## config.mk

```make
export PLATFORM = sky130hd
export DESIGN_NAME = num_bcd_reg_n_flat
export DESIGN_NICKNAME = d
export VERILOG_FILES = /design/src/rtl/num_bcd_reg_n_if.sv /design/src/rtl/num_bcd_reg_n.sv /design/src/flat_wrapper.sv
export SDC_FILE = /design/constraint.sdc
export NUM_CORES = 1
export LEC_CHECK = 0
export CAP_MARGIN = 20
export CORE_ASPECT_RATIO = 1.2
export CORE_UTILIZATION = 35
export DETAILED_ROUTE_END_ITERATION = 10
export PLACE_DENSITY_LB_ADDON = 0.1
export RECOVER_POWER = 25
export SLEW_MARGIN = 15
export SYNTH_ARGS = -nofsm -noshare
export SYNTH_HDL_FRONTEND = slang
export SYNTH_SLANG_ARGS = --single-unit
export TNS_END_PERCENT = 30
```

## constraint.sdc

```tcl
create_clock -name clk -period 4.9 [get_ports clk]
set_input_delay 0.98 -clock clk [delete_from_list [all_inputs] [get_ports clk]]
set_output_delay 0.98 -clock clk [all_outputs]
set_load 0.02 [all_outputs]
```

## src/rtl/num_bcd_reg_n_if.sv

```systemverilog
// -----------------------------------------------------------------------------
// num_bcd_reg_n_if
// Command/status bundle for the N-digit BCD counter register.
//   master : the controller driving tick/step/clear commands and serial ops
//   slave  : the counter register itself
// Signals:
//   slowclk, reg_inc, reg_dec     tick-qualified whole-value +1 / -1
//   reg_inc_dig, reg_clr_dig      per-digit bump / clear masks
//   op_valid, op_sub, op_val      serial add/sub request, operation, BCD operand
//   op_ready, op_done             handshake status
//   reg_val, reg_z, reg_wrap      value, zero flag, carry/borrow-out pulse
// -----------------------------------------------------------------------------
interface num_bcd_reg_n_if #(
  parameter int DIGITS = 3
);
  logic                  slowclk;
  logic                  reg_inc;
  logic                  reg_dec;
  logic [DIGITS-1:0]     reg_inc_dig;
  logic [DIGITS-1:0]     reg_clr_dig;
  logic                  op_valid;
  logic                  op_sub;
  logic [4*DIGITS-1:0]   op_val;
  logic                  op_ready;
  logic                  op_done;
  logic [4*DIGITS-1:0]   reg_val;
  logic                  reg_z;
  logic                  reg_wrap;

  modport master (
    output slowclk, reg_inc, reg_dec, reg_inc_dig, reg_clr_dig,
           op_valid, op_sub, op_val,
    input  op_ready, op_done, reg_val, reg_z, reg_wrap
  );

  modport slave (
    input  slowclk, reg_inc, reg_dec, reg_inc_dig, reg_clr_dig,
           op_valid, op_sub, op_val,
    output op_ready, op_done, reg_val, reg_z, reg_wrap
  );
endinterface

```

## src/rtl/num_bcd_reg_n.sv

```systemverilog
// -----------------------------------------------------------------------------
// num_bcd_reg_n
// Parametrised N-digit BCD counter register. In IDLE it takes tick-qualified
// whole-value +1/-1, per-digit bump and per-digit clear. A serial BCD add or
// subtract of a captured operand processes one digit per clock (RUN), then
// spends one cycle in DONE where op_done pulses and saturation is applied.
// Ports:
//   clk    rising-edge system clock
//   reset  asynchronous active-high reset, clears all state
//   bus    num_bcd_reg_n_if slave modport (commands in, value/status out)
// Parameters:
//   DIGITS    number of BCD digits (>=1), digit 0 least significant
//   SATURATE  0 = wrap modulo 10^DIGITS, 1 = clamp at 0 / all-9s
// -----------------------------------------------------------------------------
module num_bcd_reg_n #(
  parameter int DIGITS   = 3,
  parameter bit SATURATE = 1'b0
) (
  input  logic            clk,
  input  logic            reset,
  num_bcd_reg_n_if.slave  bus
);

  localparam int W    = 4 * DIGITS;
  localparam int IDXW = (DIGITS > 1) ? $clog2(DIGITS) : 1;
  localparam logic [W-1:0] ALL9 = {DIGITS{4'h9}};

  typedef enum logic [1:0] {
    ST_IDLE = 2'd0,
    ST_RUN  = 2'd1,
    ST_DONE = 2'd2
  } state_e;

  // One BCD digit add: returns {carry, digit}. Inputs are valid BCD digits.
  function automatic logic [4:0] bcd_add(input logic [3:0] a, input logic [3:0] b,
                                         input logic ci);
    logic [4:0] s;
    s = {1'b0, a} + {1'b0, b} + {4'd0, ci};
    if (s > 5'd9) bcd_add = {1'b1, s[3:0] - 4'd10};
    else          bcd_add = {1'b0, s[3:0]};
  endfunction

  // One BCD digit subtract: returns {borrow, digit}.
  function automatic logic [4:0] bcd_sub(input logic [3:0] a, input logic [3:0] b,
                                         input logic bi);
    logic [4:0] s;
    s = {1'b0, a} - {1'b0, b} - {4'd0, bi};
    if (s[4]) bcd_sub = {1'b1, s[3:0] + 4'd10};
    else      bcd_sub = {1'b0, s[3:0]};
  endfunction

  state_e          state_q;
  logic [W-1:0]    val_q;
  logic [W-1:0]    opd_q;
  logic            sub_q;
  logic            carry_q;
  logic [IDXW-1:0] idx_q;
  logic            wrap_q;
  logic            done_q;
  logic            ready_q;

  logic            tick_d;
  logic [W-1:0]    ripple_d;
  logic            ripple_c_d;
  logic [W-1:0]    step_val_d;
  logic [W-1:0]    bump_val_d;
  logic [W-1:0]    cmd_val_d;
  logic [W-1:0]    opd_clamp_d;
  logic [4:0]      ser_res_d;
  logic [W-1:0]    ser_val_d;
  int              cur_idx;

  // Whole-value +/-1 with ripple carry, saturating hold when out of range.
  always_comb begin
    logic       c;
    logic [4:0] r;
    ripple_d = val_q;
    c        = 1'b1;
    for (int i = 0; i < DIGITS; i++) begin
      if (bus.reg_inc) r = bcd_add(val_q[4*i +: 4], 4'd0, c);
      else             r = bcd_sub(val_q[4*i +: 4], 4'd0, c);
      ripple_d[4*i +: 4] = r[3:0];
      c = r[4];
    end
    ripple_c_d = c;
    step_val_d = (SATURATE && c) ? val_q : ripple_d;
  end

  // IDLE command merge: tick step or per-digit bump, then clears win per digit.
  always_comb begin
    tick_d = bus.slowclk & (bus.reg_inc ^ bus.reg_dec);
    for (int i = 0; i < DIGITS; i++) begin
      if (bus.reg_inc_dig[i]) begin
        bump_val_d[4*i +: 4] = (val_q[4*i +: 4] >= 4'd9) ? 4'd0 : val_q[4*i +: 4] + 4'd1;
      end else begin
        bump_val_d[4*i +: 4] = val_q[4*i +: 4];
      end
    end
    for (int i = 0; i < DIGITS; i++) begin
      if (bus.reg_clr_dig[i]) cmd_val_d[4*i +: 4] = 4'd0;
      else if (tick_d)        cmd_val_d[4*i +: 4] = step_val_d[4*i +: 4];
      else                    cmd_val_d[4*i +: 4] = bump_val_d[4*i +: 4];
    end
  end

  // Operand capture clamps non-BCD digits to 9.
  always_comb begin
    for (int i = 0; i < DIGITS; i++) begin
      if (bus.op_val[4*i +: 4] > 4'd9) opd_clamp_d[4*i +: 4] = 4'd9;
      else                             opd_clamp_d[4*i +: 4] = bus.op_val[4*i +: 4];
    end
  end

  // Serial datapath: one digit of add/sub per cycle at the current index.
  always_comb begin
    cur_idx   = int'(idx_q);
    ser_val_d = val_q;
    if (sub_q) ser_res_d = bcd_sub(val_q[4*cur_idx +: 4], opd_q[4*cur_idx +: 4], carry_q);
    else       ser_res_d = bcd_add(val_q[4*cur_idx +: 4], opd_q[4*cur_idx +: 4], carry_q);
    ser_val_d[4*cur_idx +: 4] = ser_res_d[3:0];
  end

  // Control FSM with registered value and status outputs.
  always_ff @(posedge clk or posedge reset) begin
    if (reset) begin
      state_q <= ST_IDLE;
      val_q   <= '0;
      opd_q   <= '0;
      sub_q   <= 1'b0;
      carry_q <= 1'b0;
      idx_q   <= '0;
      wrap_q  <= 1'b0;
      done_q  <= 1'b0;
      ready_q <= 1'b1;
    end else begin
      case (state_q)
        ST_IDLE: begin
          done_q <= 1'b0;
          if (bus.op_valid) begin
            opd_q   <= opd_clamp_d;
            sub_q   <= bus.op_sub;
            idx_q   <= '0;
            carry_q <= 1'b0;
            wrap_q  <= 1'b0;
            ready_q <= 1'b0;
            state_q <= ST_RUN;
          end else begin
            val_q  <= cmd_val_d;
            wrap_q <= tick_d & ripple_c_d;
          end
        end
        ST_RUN: begin
          val_q   <= ser_val_d;
          carry_q <= ser_res_d[4];
          if (idx_q == IDXW'(DIGITS - 1)) begin
            // Carry out of the top digit shows as reg_wrap during DONE.
            wrap_q  <= ser_res_d[4];
            done_q  <= 1'b1;
            state_q <= ST_DONE;
          end else begin
            wrap_q <= 1'b0;
            idx_q  <= idx_q + IDXW'(1);
          end
        end
        ST_DONE: begin
          done_q  <= 1'b0;
          wrap_q  <= 1'b0;
          ready_q <= 1'b1;
          state_q <= ST_IDLE;
          if (SATURATE && carry_q) begin
            val_q <= sub_q ? '0 : ALL9;
          end else begin
            val_q <= val_q;
          end
        end
        default: begin
          state_q <= ST_IDLE;
          done_q  <= 1'b0;
          wrap_q  <= 1'b0;
          ready_q <= 1'b1;
        end
      endcase
    end
  end

  assign bus.reg_val  = val_q;
  assign bus.reg_z    = (val_q == '0);
  assign bus.reg_wrap = wrap_q;
  assign bus.op_done  = done_q;
  assign bus.op_ready = ready_q;

endmodule
```

## src/flat_wrapper.sv

```systemverilog
// flat-port wrapper written by rule: the top's interface ports become plain ports
module num_bcd_reg_n_flat 
#(
  parameter int DIGITS   = 3,
  parameter bit SATURATE = 1'b0
)
  (clk, reset, bus_slowclk, bus_reg_inc, bus_reg_dec, bus_reg_inc_dig, bus_reg_clr_dig, bus_op_valid, bus_op_sub, bus_op_val, bus_op_ready, bus_op_done, bus_reg_val, bus_reg_z, bus_reg_wrap);
  num_bcd_reg_n_if #(.DIGITS(DIGITS)) bus_i ();
  input  logic clk;
  input  logic reset;
  input wire logic [$bits(bus_i.slowclk)-1:0] bus_slowclk;
  input wire logic [$bits(bus_i.reg_inc)-1:0] bus_reg_inc;
  input wire logic [$bits(bus_i.reg_dec)-1:0] bus_reg_dec;
  input wire logic [$bits(bus_i.reg_inc_dig)-1:0] bus_reg_inc_dig;
  input wire logic [$bits(bus_i.reg_clr_dig)-1:0] bus_reg_clr_dig;
  input wire logic [$bits(bus_i.op_valid)-1:0] bus_op_valid;
  input wire logic [$bits(bus_i.op_sub)-1:0] bus_op_sub;
  input wire logic [$bits(bus_i.op_val)-1:0] bus_op_val;
  output wire logic [$bits(bus_i.op_ready)-1:0] bus_op_ready;
  output wire logic [$bits(bus_i.op_done)-1:0] bus_op_done;
  output wire logic [$bits(bus_i.reg_val)-1:0] bus_reg_val;
  output wire logic [$bits(bus_i.reg_z)-1:0] bus_reg_z;
  output wire logic [$bits(bus_i.reg_wrap)-1:0] bus_reg_wrap;
  assign bus_i.slowclk = bus_slowclk;
  assign bus_i.reg_inc = bus_reg_inc;
  assign bus_i.reg_dec = bus_reg_dec;
  assign bus_i.reg_inc_dig = bus_reg_inc_dig;
  assign bus_i.reg_clr_dig = bus_reg_clr_dig;
  assign bus_i.op_valid = bus_op_valid;
  assign bus_i.op_sub = bus_op_sub;
  assign bus_i.op_val = bus_op_val;
  assign bus_op_ready = bus_i.op_ready;
  assign bus_op_done = bus_i.op_done;
  assign bus_reg_val = bus_i.reg_val;
  assign bus_reg_z = bus_i.reg_z;
  assign bus_reg_wrap = bus_i.reg_wrap;
  num_bcd_reg_n #(.DIGITS(DIGITS), .SATURATE(SATURATE)) u_core (.clk(clk), .reset(reset), .bus(bus_i));
endmodule
```

==> results.py <==
metrics = {
    "placed_design": {
        "io_buffers": 40,
        "hpwl_mm": 7.58,
        "place.gp.congestion": 0.853,
    },
    "cts": {
        "cts_buffer_depth": 2,
        "cts_tree": "done",
        "numClockSinks": 33,
        "cts_htree_levels": 2,
        "cts.clk_slew.worst_paths_ps": 60,
        "numCtsBuffers": 5,
        "clk_latency_ps": 280,
        "clockRootBuffer": "clkbuf_16",
    },
    "floorplanning": {
        "std_cell_rows": 39,
        "die_w_um": 93.8,
        "ioPinCount": 41,
        "core_um2": 9660,
        "start_util": 0.366,
        "chipHeight_um": 112,
        "dieArea_um2": 10500,
    },
    "drt": {
        "ant_nets": 0,
        "wl_mm": 9.69,
        "drc_errors": 0,
        "vias": 3381,
        "drtPass1Iterations": 4,
        "drt_iter0_markers": 190,
        "wl_per_cell_um": 15.4,
        "viasPerCell": 5.38,
    },
    "sta": {
        "fmax_mhz": 218,
        "fin_worst_skew_ps": 2.68,
        "finalHoldViolCount": 0,
        "finalCritPeriodShare": 0.938,
        "min_period_ps": 4590,
        "slew_violations": 34,
        "tightest_slew_ps": 1850,
        "setup_viol": 0,
        "maxSlewHeadroom": -0.231,
        "fin_tns_setup_ps": 0,
        "rsz0062_at_grt": "false",
    },
    "grt": {
        "grt_max_degree": 34,
        "grt_use_total": 0.194,
        "antenna_found_initial": 0,
        "grt-ovfl-total": 0,
        "grt_pass1_wl_mm": 16.2,
        "grt_pass1_vias": 3336,
    },
    "worst_hold_path": {
        "hold_path_depth": 2,
        "hold_path_startpoint": "u_core.opd_q[2]",
        "min_to": "u_core.opd_q[2]",
        "min_path_type": "register to register",
    },
    "synthesis": {
        "netlist_area_um2": 3540,
        "syn_inst": 453,
        "yosys_register_bits": 33,
        "synth_edf_count": 0,
        "synth_fp_nets": 519,
        "yosysWarningCount": 0,
        "ys_seq_area_frac": 0.234,
        "synthFlopType": "dfrtp_1",
        "ys_types": 69,
        "syn_area_per_cell_um2": 7.81,
        "synthArstFlopShare": 1.00,
    },
    "worst_setup_path": {
        "r2r_end": "u_core.bus.reg_val[11]",
        "path_max_fanout": 4,
        "crit_required_ps": 5030,
        "arrival_ps": 4720,
        "critPathMostFrequentCell": "ha_1",
        "rrSetupSlack_ps": 310,
        "criticalPathCategory": "register to register",
        "crit_chain": "ha_2 > xnor2_2 > buf_4 > nand3_1 > a21oi_2 > a21boi_2 > nand2b_1 > o31ai_1 > ha_2 > ha_1 > or2_1 > a21oi_2 > nor3_1 > mux2_2 > ha_1 > ha_1 > xor2_1 > ha_1 > nor2_1 > nor4_1 > nor4bb_1 > a31oi_1 > a31oi_1 > a31oi_1",
        "cpPeakStageDelay_ps": 410,
        "r2r.worst_path.cells": 24,
        "start_kind": "register",
        "crit_path_end_kind": "register",
        "timing.rr.start": "u_core.bus.reg_val[0]",
        "cp_slowest_cell": "dfrtp_1",
    },
    "final_layout": {
        "drive_above_1_share": 0.103,
        "final_nets": 571,
        "areaGrowthSynthToFinish_pct": 23.1,
        "n_antenna_cell": 0,
        "filler_cell_count": 1007,
    },
    "outcome": {
        "outcome": "finished with violations",
        "failed_checks": "capacitance limit, slew limit",
    },
    "job": {
        "maxCapViolCount": 1,
    },
}
## through the flow
| step | cell area [um^2] | hold slack, ps | util | worst slack [ps] | cells |
|---|---|---|---|---|---|
| after floorplan | 3540 | 438 | - | 261 | 453 |
| after global placement | 4170 | 450 | 0.431 | 176 | 619 |
| after detailed placement | 4170 | 460 | 0.431 | 108 | 619 |
| after CTS | 4310 | 473 | 0.446 | 164 | 627 |
| after global routing | 4350 | 492 | 0.451 | 13.6 | 629 |
| final | 4350 | 467 | 0.451 | 306 | 629 |
## area by class of cell
class,count,area (um^2),share of cell area
clock inverter,3,17.5,0.00402
multi-input combinational,369,2540,0.584
sequential,33,827,0.190
clock buffer,5,125,0.0287
inverter,35,131,0.0302
tap,123,154,0.0354
timing repair buffer,61,554,0.127
## per-layer routing
layer | up-vias | routed length, um | GRT usage
met5 | - | 0 | 0
met4 | 0 | 155 | 0.0462
met3 | 14 | 364 | 0.0244
met2 | 70 | 5010 | 0.353
met1 | 1583 | 4160 | 0.240
li1 | 1714 | - | -
## cells in the final DEF (no fill, tap or decap), types with 8 or more instances in the layout
master,Yosys,layout
buf_4,1,20
clkdlybuf4s50_1,0,39
a21oi_1,23,21
o21ai_0,16,16
a31oi_1,8,8
inv_1,32,31
nor3_1,14,13
ha_1,37,34
nand3b_1,10,10
nand2_1,60,60
mux2i_1,13,13
dfrtp_1,32,32
xnor2_1,12,11
nand2b_1,12,12
nand3_1,9,9
nor2_1,44,44
## cell families after synthesis
| logic type | count (synthesis) | share of synthesized area |
|---|---|---|
| AND/OR/NAND/NOR | 186 | 0.258 |
| multiplexers | 16 | 0.0464 |
| XOR/XNOR | 19 | 0.0492 |
| buffers and inverters | 51 | 0.0556 |
| adder cells (fa/ha/maj) | 41 | 0.154 |
| AO/OA/AOI/OAI | 107 | 0.203 |
| flip-flops | 33 | 0.234 |
## synth_stat cells, drive strengths merged (3+ instances only)
cell	n	area, um^2
a22oi	4	30.0
nand4	5	31.3
nand3b	10	75.1
nand2	60	225
o22ai	7	43.8
a21oi	24	124
a31oi	8	50.1
nor3	15	80.1
a211o	4	35.0
nor2	45	171
nand3	9	45.0
xor2	6	52.6
ha	37	463
mux2	3	33.8
dfrtp	32	801
fa	4	80.1
nor2b	7	43.8
o31ai	3	22.5
xnor2	13	121
or2	4	25.0
clkbuf	13	48.8
o21ai	23	115
o211ai	6	45.0
mux2i	13	130
nand2b	13	83.8
inv	34	128
nor4	3	18.8
a32oi	3	26.3
and3	3	18.8
o22a	6	52.6
buf	3	16.3
## how the worst max path moves through the flow
stage,from,endpoint,depth (start not counted)
after floorplan,u_core.bus.reg_val[0],u_core.bus.reg_val[11],23
after global placement,bus_reg_inc,u_core.bus.reg_val[11],18
after detailed placement,bus_reg_inc,u_core.bus.reg_val[11],18
after CTS,u_core.bus.reg_val[0],u_core.bus.reg_val[11],23
after global routing,u_core.bus.reg_val[1],u_core.bus.reg_val[11],24
final,u_core.bus.reg_val[0],u_core.bus.reg_val[11],24
## critical path, delay by kind of cell (launching register included)
family          cells  cell delay, ps
simple gates        7            1050
flops               1             410
xor+xnor            2             320
mux                 1             290
fa+ha+maj           6            1350
compound gates      7             870
buf+inv             1             150
## state kept, by name, indices dropped and copies added (netlist names)
name	cells
u_core.bus.op_done	1
u_core.state_q	2
u_core.idx_q	2
u_core.sub_q	1
u_core.bus.reg_wrap	1
u_core.carry_q	1
u_core.bus.reg_val	12
u_core.opd_q	12
u_core.bus.op_ready	1
## repair_timing
| item | CTS | global route |
|---|---|---|
| buffers inserted | 0 | 2 |
| hold buffers | 0 | 0 |
| resized for setup | 0 | 9 |
| hold endpoints to repair | 0 | 0 |
| setup endpoints to repair | 0 | 3 |
Power is not shown: default switching activity piles up to over one toggle a cycle in this logic, so the estimate is an artifact.
